### src/rtl/text_ctrl_pkg.sv
// Shared types and constants for the text-mode cursor controller.
// Character RAM address is {row[4:0], col[6:0]}.
package text_ctrl_pkg;

    typedef enum logic [2:0] {
        ST_IDLE,
        ST_LOOKUP,
        ST_WRITE,
        ST_ROWCLR,
        ST_SCRCLR
    } state_t;

    localparam logic [7:0] SC_ENTER    = 8'h5A;
    localparam logic [7:0] SC_BKSP     = 8'h66;
    localparam logic [7:0] ASCII_SPACE = 8'h20;

    function automatic logic [11:0] pack_addr(input logic [4:0] row, input logic [6:0] col);
        return {row, col};
    endfunction

endpackage

### src/rtl/ps2_prefix_filter.sv
// Tracks PS/2 break/extended prefixes and flags the accepted bytes that are genuine make codes.
// The byte following any prefix is swallowed so key releases never reach the FSM.
module ps2_prefix_filter #(
    parameter logic [7:0] BRK_CODE = 8'hF0,
    parameter logic [7:0] EXT_CODE = 8'hE0
) (
    input  logic       clk,
    input  logic       rst,
    input  logic       accept,
    input  logic [7:0] code,
    output logic       make_valid,
    output logic [7:0] make_code
);

    logic brk_flag;
    logic ext_flag;

    always_ff @(posedge clk) begin
        if (rst) begin
            brk_flag <= 1'b0;
            ext_flag <= 1'b0;
        end else if (accept) begin
            if (code == BRK_CODE) begin
                brk_flag <= 1'b1;
            end else if (code == EXT_CODE) begin
                ext_flag <= 1'b1;
            end else if (brk_flag || ext_flag) begin
                brk_flag <= 1'b0;
                ext_flag <= 1'b0;
            end
        end
    end

    assign make_valid = accept && (code != BRK_CODE) && (code != EXT_CODE) && !(brk_flag || ext_flag);
    assign make_code  = code;

endmodule

### src/rtl/text_cursor_ctrl.sv
// Cursor owner and write sequencer for the text character RAM: printable keys, Enter,
// Backspace, line wrap with row clear, and full-screen clear on request.
module text_cursor_ctrl
    import text_ctrl_pkg::*;
#(
    parameter int         COLS     = 70,
    parameter int         ROWS     = 30,
    parameter logic [7:0] BRK_CODE = 8'hF0,
    parameter logic [7:0] EXT_CODE = 8'hE0
) (
    input  logic        clk,
    input  logic        rst,
    input  logic        kb_valid,
    input  logic [7:0]  kb_code,
    output logic        kb_ready,
    input  logic        clear_req,
    output logic [7:0]  lut_addr,
    input  logic [7:0]  lut_data,
    output logic        wr_en,
    output logic [11:0] wr_addr,
    output logic [7:0]  wr_data,
    output logic [4:0]  cursor_row,
    output logic [6:0]  cursor_col,
    output logic        busy
);

    localparam logic [6:0] LAST_COL = 7'(COLS - 1);
    localparam logic [4:0] LAST_ROW = 5'(ROWS - 1);

    state_t     state;
    logic       clear_pend;
    logic [4:0] clr_row;
    logic [6:0] clr_col;
    logic [4:0] next_row;
    logic       make_valid;
    logic [7:0] make_code;

    assign kb_ready = (state == ST_IDLE) && !clear_pend;
    assign busy     = (state != ST_IDLE);
    assign next_row = (cursor_row == LAST_ROW) ? 5'd0 : cursor_row + 5'd1;

    ps2_prefix_filter #(
        .BRK_CODE (BRK_CODE),
        .EXT_CODE (EXT_CODE)
    ) u_filter (
        .clk        (clk),
        .rst        (rst),
        .accept     (kb_valid && kb_ready),
        .code       (kb_code),
        .make_valid (make_valid),
        .make_code  (make_code)
    );

    always_ff @(posedge clk) begin
        if (rst) begin
            state      <= ST_IDLE;
            clear_pend <= 1'b0;
            clr_row    <= 5'd0;
            clr_col    <= 7'd0;
            cursor_row <= 5'd0;
            cursor_col <= 7'd0;
            wr_en      <= 1'b0;
            wr_addr    <= 12'd0;
            wr_data    <= 8'd0;
            lut_addr   <= 8'd0;
        end else begin
            wr_en <= 1'b0;
            if (clear_req) begin
                clear_pend <= 1'b1;
            end
            case (state)
                ST_IDLE: begin
                    if (clear_pend) begin
                        // Pending flag is consumed on entry so a request arriving
                        // during the sweep re-arms it for exactly one more clear.
                        clear_pend <= clear_req;
                        clr_row    <= 5'd0;
                        clr_col    <= 7'd0;
                        state      <= ST_SCRCLR;
                    end else if (make_valid) begin
                        if (make_code == SC_ENTER) begin
                            cursor_col <= 7'd0;
                            cursor_row <= next_row;
                            clr_col    <= 7'd0;
                            state      <= ST_ROWCLR;
                        end else if (make_code == SC_BKSP) begin
                            if (cursor_col != 7'd0) begin
                                cursor_col <= cursor_col - 7'd1;
                                wr_en      <= 1'b1;
                                wr_addr    <= pack_addr(cursor_row, cursor_col - 7'd1);
                                wr_data    <= ASCII_SPACE;
                            end else if (cursor_row != 5'd0) begin
                                cursor_row <= cursor_row - 5'd1;
                                cursor_col <= LAST_COL;
                                wr_en      <= 1'b1;
                                wr_addr    <= pack_addr(cursor_row - 5'd1, LAST_COL);
                                wr_data    <= ASCII_SPACE;
                            end
                        end else begin
                            lut_addr <= make_code;
                            state    <= ST_LOOKUP;
                        end
                    end
                end
                ST_LOOKUP: begin
                    state <= ST_WRITE;
                end
                ST_WRITE: begin
                    state <= ST_IDLE;
                    if (lut_data != 8'd0) begin
                        wr_en   <= 1'b1;
                        wr_addr <= pack_addr(cursor_row, cursor_col);
                        wr_data <= lut_data;
                        if (cursor_col == LAST_COL) begin
                            cursor_col <= 7'd0;
                            cursor_row <= next_row;
                            clr_col    <= 7'd0;
                            state      <= ST_ROWCLR;
                        end else begin
                            cursor_col <= cursor_col + 7'd1;
                        end
                    end
                end
                ST_ROWCLR: begin
                    wr_en   <= 1'b1;
                    wr_addr <= pack_addr(cursor_row, clr_col);
                    wr_data <= ASCII_SPACE;
                    if (clr_col == LAST_COL) begin
                        state <= ST_IDLE;
                    end else begin
                        clr_col <= clr_col + 7'd1;
                    end
                end
                ST_SCRCLR: begin
                    wr_en   <= 1'b1;
                    wr_addr <= pack_addr(clr_row, clr_col);
                    wr_data <= ASCII_SPACE;
                    if (clr_col == LAST_COL) begin
                        clr_col <= 7'd0;
                        if (clr_row == LAST_ROW) begin
                            cursor_row <= 5'd0;
                            cursor_col <= 7'd0;
                            state      <= ST_IDLE;
                        end else begin
                            clr_row <= clr_row + 5'd1;
                        end
                    end else begin
                        clr_col <= clr_col + 7'd1;
                    end
                end
                default: state <= ST_IDLE;
            endcase
        end
    end

endmodule
### config.mk
export PLATFORM = sky130hd
export DESIGN_NAME = text_cursor_ctrl
export DESIGN_NICKNAME = d
export VERILOG_FILES = /design/src/rtl/text_ctrl_pkg.sv /design/src/rtl/ps2_prefix_filter.sv /design/src/rtl/text_cursor_ctrl.sv
export SDC_FILE = /design/constraint.sdc
export NUM_CORES = 1
export LEC_CHECK = 0
export BUFFER_PORTS_ARGS = -buffer_cell sky130_fd_sc_hd__buf_2
export CAP_MARGIN = 20
export CORE_ASPECT_RATIO = 1.25
export CORE_UTILIZATION = 50
export CTS_CLUSTER_SIZE = 14
export DETAILED_ROUTE_END_ITERATION = 8
export PLACE_DENSITY = 0.8
export SYNTH_ARGS = -nofsm -noshare
export SYNTH_HDL_FRONTEND = slang
export SYNTH_HIERARCHICAL = 1
export SYNTH_SLANG_ARGS = --single-unit
### constraint.sdc
create_clock -name clk -period 3.5 [get_ports clk]
set_input_delay 0.175 -clock clk [delete_from_list [all_inputs] [get_ports clk]]
set_output_delay 0.175 -clock clk [all_outputs]
set_load 0.03 [all_outputs]
Word level (Yosys, flattened, before mapping)
Cells that the tools add are included.

word-level totals
  bits in registers = 59
  latch bits = 0
  memory bits (writable) = 0
  memory bits (read-only) = 0
  bits of input ports = 20
  output and inout port bits = 43
  logic and storage cells = 163
  memories kept = 0

operators by class
  add/sub/neg operators = 6
  multipliers = 0
  div/mod/pow operators = 0
  $lt $le $gt $ge = 0
  equal/unequal tests = 35
  shift-type cells = 0
  mux-type cells = 76
  bitwise gates (word level) = 4
  reduce and logical (&&, ||, !) cells = 30

operators with widths
  kind                   count
  $mux W7                17
  $mux W12               7
  $mux W5                14
  $mux W8                7
  $pmux W12 S4           1
  $pmux W7 S4            1
  $pmux W8 S3            1
  $ne A2 B2 Y1 const B   11
  $mux W3                7
  $pmux W7 S3            1
  $eq A8 B7 Y1 const B   2
  $eq A8 B8 Y1 const B   2
  $ne A8 B8 Y1 const B   2
  $pmux W3 S5            1
  $pmux W5 S3            1
  $add A7 B1 Y7 const B  2
  $eq A7 B7 Y1 const B   2
  $mux W1                14
  $reduce_and A7 Y1      2
  $add A5 B1 Y5 const B  2
  $eq A5 B5 Y1 const B   2
  $pmux W5 S2            1
  $reduce_and A10 Y1     1
  $reduce_and A5 Y1      2
  29 further kinds       48

Depth between registers and ports, before layout
  depth after elaboration = 9
  mapped depth = 12
  gate-level depth less buffers = 10

Modules after synthesis
The synthesis kept the hierarchy.

by module, submodules not included
  module             times used  cells each  area each (µm²)  sequential area each (µm²)
  text_cursor_ctrl   1           442         3662.3           1141.1
  ps2_prefix_filter  1           20          160.2            40.0

Least setup slack after synthesis
Ideal clock, no wire load.

  path kind = register to register
  start point = reg state[2]
  end point = reg cursor_row[3]
  library setup time = 130 ps
  data arrival time = 2672 ps
  required time = 3370 ps
  setup slack = 698 ps
  stages on the path, launching flop included = 12
  path buffers = 1
  clock period less this slack = 2802 ps
  path through = dfxtp_1 > buf_4 > nor3_2 > and3_1 > inv_1 > a31oi_1 > nor3b_2 > nor2b_1 > nor3_1 > a2111o_1 > a2111oi_0 > o22ai_1

between the ends
  word-level cells in the longest chain between the ends = 8
  elaborated cells on any way between the ends = 20
  those cells by class = 11 x eq/ne; 1 x mux; 8 x reduce/logical

ends and longest elaborated chain
  element                            line                     source
  start, declared                    text_cursor_ctrl.sv:30   state_t state;
  start signal, assigned             text_cursor_ctrl.sv:56   state <= ST_IDLE;
  start signal, assigned             text_cursor_ctrl.sv:79   state <= ST_SCRCLR;
  start signal, assigned             text_cursor_ctrl.sv:85   state <= ST_ROWCLR;
  $logic_not A3 Y1                   text_cursor_ctrl.sv:38   assign kb_ready = (state == ST_IDLE) && !clear_pend;
  $logic_and A1 B1 Y1                text_cursor_ctrl.sv:38
  $logic_and A1 B1 Y1                text_cursor_ctrl.sv:48   .accept (kb_valid && kb_ready),
  $logic_and A1 B1 Y1 (3 in series)  ps2_prefix_filter.sv:34  assign make_valid = accept && (code != BRK_CODE) && (code != EXT_CODE) && !(brk_flag || ext_flag);
  net make_valid                     text_cursor_ctrl.sv:35   logic make_valid;
  $ne A2 B2 Y1 (no line)             n/a
  $reduce_and A10 Y1 (no line)       n/a
  end signal, assigned               text_cursor_ctrl.sv:83   cursor_row <= next_row;
  end signal, assigned               text_cursor_ctrl.sv:93   cursor_row <= cursor_row - 5'd1;
  end signal, assigned               text_cursor_ctrl.sv:116  cursor_row <= next_row;
  end, declared                      text_cursor_ctrl.sv:22   output logic [4:0] cursor_row,

The timed path passes the listed nets, and every way through them passes these cells.
A chain may end at the register's enable or synchronous reset.

Worst setup path in the final report
  start point = reg state[0]
  end point = reg cursor_row[3]

Same word-level chain as after synthesis.

==> flow_summary.toml <==
[status]
status = "finished clean"

[critical_path]
cpPeakStageDelay_ns = 0.53
start_kind = "flop"
arrival_ns = 3.33
r2r-start = "state[0]$_SDFFE_PP0P_"
r2r_slack_ns = 0.38
cp_num_buf_inv = 1
crit_family = "compound AO/OA/AOI/OAI gates"
crit_chain = "nor3_2 > and3_1 > inv_1 > a31oi_1 > nor3b_2 > nor2b_1 > nor3_1 > a2111o_1 > a2111oi_0 > o22ai_1"
critPathMaxFanout = 8
critical_path_class = "reg2reg"
crit_required_ns = 3.71
reg2regPathDepth = 10
slowest_stage = "a2111o_1"
reg2reg_to = "cursor_row[3]$_SDFFE_PP0P_"
worstSetupEndpointType = "flop"

[clocking]
h-tree-depth = 3
cts_resized = 0
clk_pin_slew_ns = 0.07
cts_tree = "done"
hold_buffers = 0
clock_latency_ns = 0.34
post-cts-setup-buffers = 0
clock_sinks = 59
cts_buffers = 9
clk_path_buf_depth = 2
root_buffer = "clkbuf_8"

[logic_synthesis]
synth_seq_cells = 59
ys_types = 77
yosys_most_used_dff = "dfxtp_1"
synth-edff-count = 0
async_flop_share_pct = 0
synth_cells = 462
syn-cell-area_sq_um = 3822
syn_area_per_cell_sq_um = 8.274
synthTopCellsByArea = "dfxtp_1, a21oi_1, nor2_1, ha_1, nand3_1"
seq_area_frac_synth_pct = 30.90
synth_area_leader_cell = "dfxtp_1"
synthTopCellsByCount = "dfxtp_1, nor2_1, a21oi_1"
yosysWarnings = 6
syn_nets = 494
yosysTopAreaCellShare_pct = 30.90
post-synth-top-count-cell = "dfxtp_1"

[layout]
multiInputGateArea_sq_um = 2361
antenna_cells = 0
design_area_sq_um = 4315
drive_above_1_share_pct = 21.53
nFillCells = 661
final_util_pct = 58.31
syn_to_final_growth_pct = 12.90
regArea_sq_um = 1181
final_nets = 538

[drt]
viasPerCell = 6.730
vias = 4058
ant_nets = 0
drc = 0
first_pass_iters = 5
routedWlPerCell_microns = 18.48
routed_wl_mm = 11.14
drt-initial-drc-count = 612

[sta]
rsz0062_at_grt = "false"
hold_slack_ns = 0.06720
timing.fmax_ghz = 0.3205
skew_ns = 0.007630
drv_slew = 0
worst_pin_slew_ns = 0.8434
hold_viol = 0
fin_crit_sh_pct = 89.14
tns_ns = 0
slew_headroom_pct = 43.43
setup_viol_count_final = 0
fin_crit_ns = 3.120

[global_route]
grt_max_degree = 51
antenna_found_initial = 0
gr-usage-all-layers_pct = 29.16
grt_pass1_wl_mm = 18.27
gr-total-overflow = 0
grt_pass1_vias = 3819

[placement]
dp_hpwl_mm = 7.902
postPlaceCellArea_sq_um = 4103
portBuffers = 62
gp_congestion = 0.9080

[run]
cap_violations = 0

[worst_hold_path]
hold_path.class = "in2reg"
hold_path_end = "wr_data[1]$_SDFFE_PP0P_"
holdCritStartpoint = "lut_data[1]"
holdPathStages = 3

[floorplanning]
rows = 35
fp.dieArea_sq_um = 8001
initial_core_util_pct = 51.65
core_sq_um = 7401
io-pin-count = 63
die_h_microns = 99.76
die_x_microns = 80.21

[power_and_ir_drop]
power_density_nw_per_um2 = 606.5
ir_worst_vdd_mv = 0.3399
p_leak_nw = 1.753
==> area by class of cell <==
class,count,area share (%)
clock buffer,11,3.508
clock inverter,5,1.421
inverter,16,1.392
multi-input combinational,348,54.71
sequential,59,27.37
tap,92,2.667
timing repair buffer,72,8.930
==> worst max path at each step <==
stage / slack (ns) / endpoint / cells past startpoint / startpoint
2_1_floorplan: 0.70 / cursor_row[3]$_SDFFE_PP0P_ / 11 / state[2]$_SDFFE_PP0P_
3_3_place_gp: 0.73 / cursor_row[3]$_SDFFE_PP0P_ / 10 / state[0]$_SDFFE_PP0P_
3_5_place_dp: 0.56 / cursor_row[3]$_SDFFE_PP0P_ / 10 / state[0]$_SDFFE_PP0P_
4_1_cts: 0.49 / cursor_row[3]$_SDFFE_PP0P_ / 10 / state[0]$_SDFFE_PP0P_
5_1_grt: 0.29 / cursor_row[3]$_SDFFE_PP0P_ / 10 / state[0]$_SDFFE_PP0P_
6_report: 0.38 / cursor_row[3]$_SDFFE_PP0P_ / 10 / state[0]$_SDFFE_PP0P_
==> through the flow <==
step / worst slack, ns / total power, mW / cells
after floorplan: 0.6983 / 1.683 / 462
after global placement: 0.7266 / 1.920 / 587
after detailed placement: 0.5620 / 1.944 / 587
after CTS: 0.4891 / 2.597 / 603
after global routing: 0.2885 / 2.754 / 603
final: 0.3801 / 2.617 / 603
==> sequential cells by signal, summed over array words and instances, names as in the netlist <==
name,flops
clear_pend,1
clr_col,7
clr_row,5
cursor_col,7
cursor_row,5
lut_addr,8
state,3
u_filter/brk_flag,1
u_filter/ext_flag,1
wr_addr,12
wr_data,8
wr_en,1
==> power breakdown <==
part / leakage (nW) / switching, mW / internal, mW
logic: 1.18 / 0.740 / 0.407
registers: 0.479 / 0.0826 / 0.741
clock network: 0.0978 / 0.278 / 0.368
total: 1.75 / 1.10 / 1.52
==> layer usage <==
metal  vias to the layer above  routed length, microns  GRT usage (%)  part of all wire (%)
li1                       1867                       -              -                     -
met1                      1894                    4479          36.03                    40
met2                       245                    5317          48.26                    48
met3                        52                     842          4.771                   7.6
met4                         0                     503          15.11                   4.5
met5                         -                       0              0                     0
==> cells in the final DEF, fill, tap and decap left out, types with 4 or more instances in the layout <==
| master | count |
|---|---|
| and3_1 | 4 |
| clkbuf_8 | 11 |
| buf_4 | 10 |
| a221oi_1 | 6 |
| nor2_1 | 45 |
| nor3b_1 | 4 |
| inv_1 | 15 |
| o22ai_1 | 9 |
| a311oi_1 | 4 |
| buf_2 | 62 |
| a22o_1 | 5 |
| nor4_1 | 6 |
| dfxtp_1 | 59 |
| a211oi_1 | 11 |
| mux2i_1 | 8 |
| ha_1 | 12 |
| o32ai_1 | 8 |
| nand3_1 | 19 |
| nor3_1 | 14 |
| o21ai_0 | 15 |
| o31ai_1 | 10 |
| a32oi_1 | 9 |
| nor2b_1 | 6 |
| a31oi_1 | 7 |
| a21oi_1 | 39 |
| nand2b_1 | 5 |
| or4_1 | 4 |
| nand2_1 | 17 |
| xnor2_1 | 6 |
==> tightest hold or removal path, stage by stage <==
cell and delay [ns]:
buf_2 0.08, a32oi_1 0.05, nor2_1 0.07
==> cell families (layout without fill, tap and decap cells) <==
| logic type | Yosys count | count (layout) | synth area share, % |
|---|---|---|---|
| AND/OR/NAND/NOR | 161 | 161 | 24.42 |
| AO/OA/AOI/OAI | 159 | 159 | 29.49 |
| flip-flops | 59 | 59 | 30.90 |
| buffers and inverters | 55 | 104 | 7.332 |
| adder cells (fa/ha/maj) | 12 | 12 | 3.928 |
| XOR/XNOR | 8 | 8 | 1.833 |
| multiplexers | 8 | 8 | 2.095 |
Power figures use the tool's default switching activity.
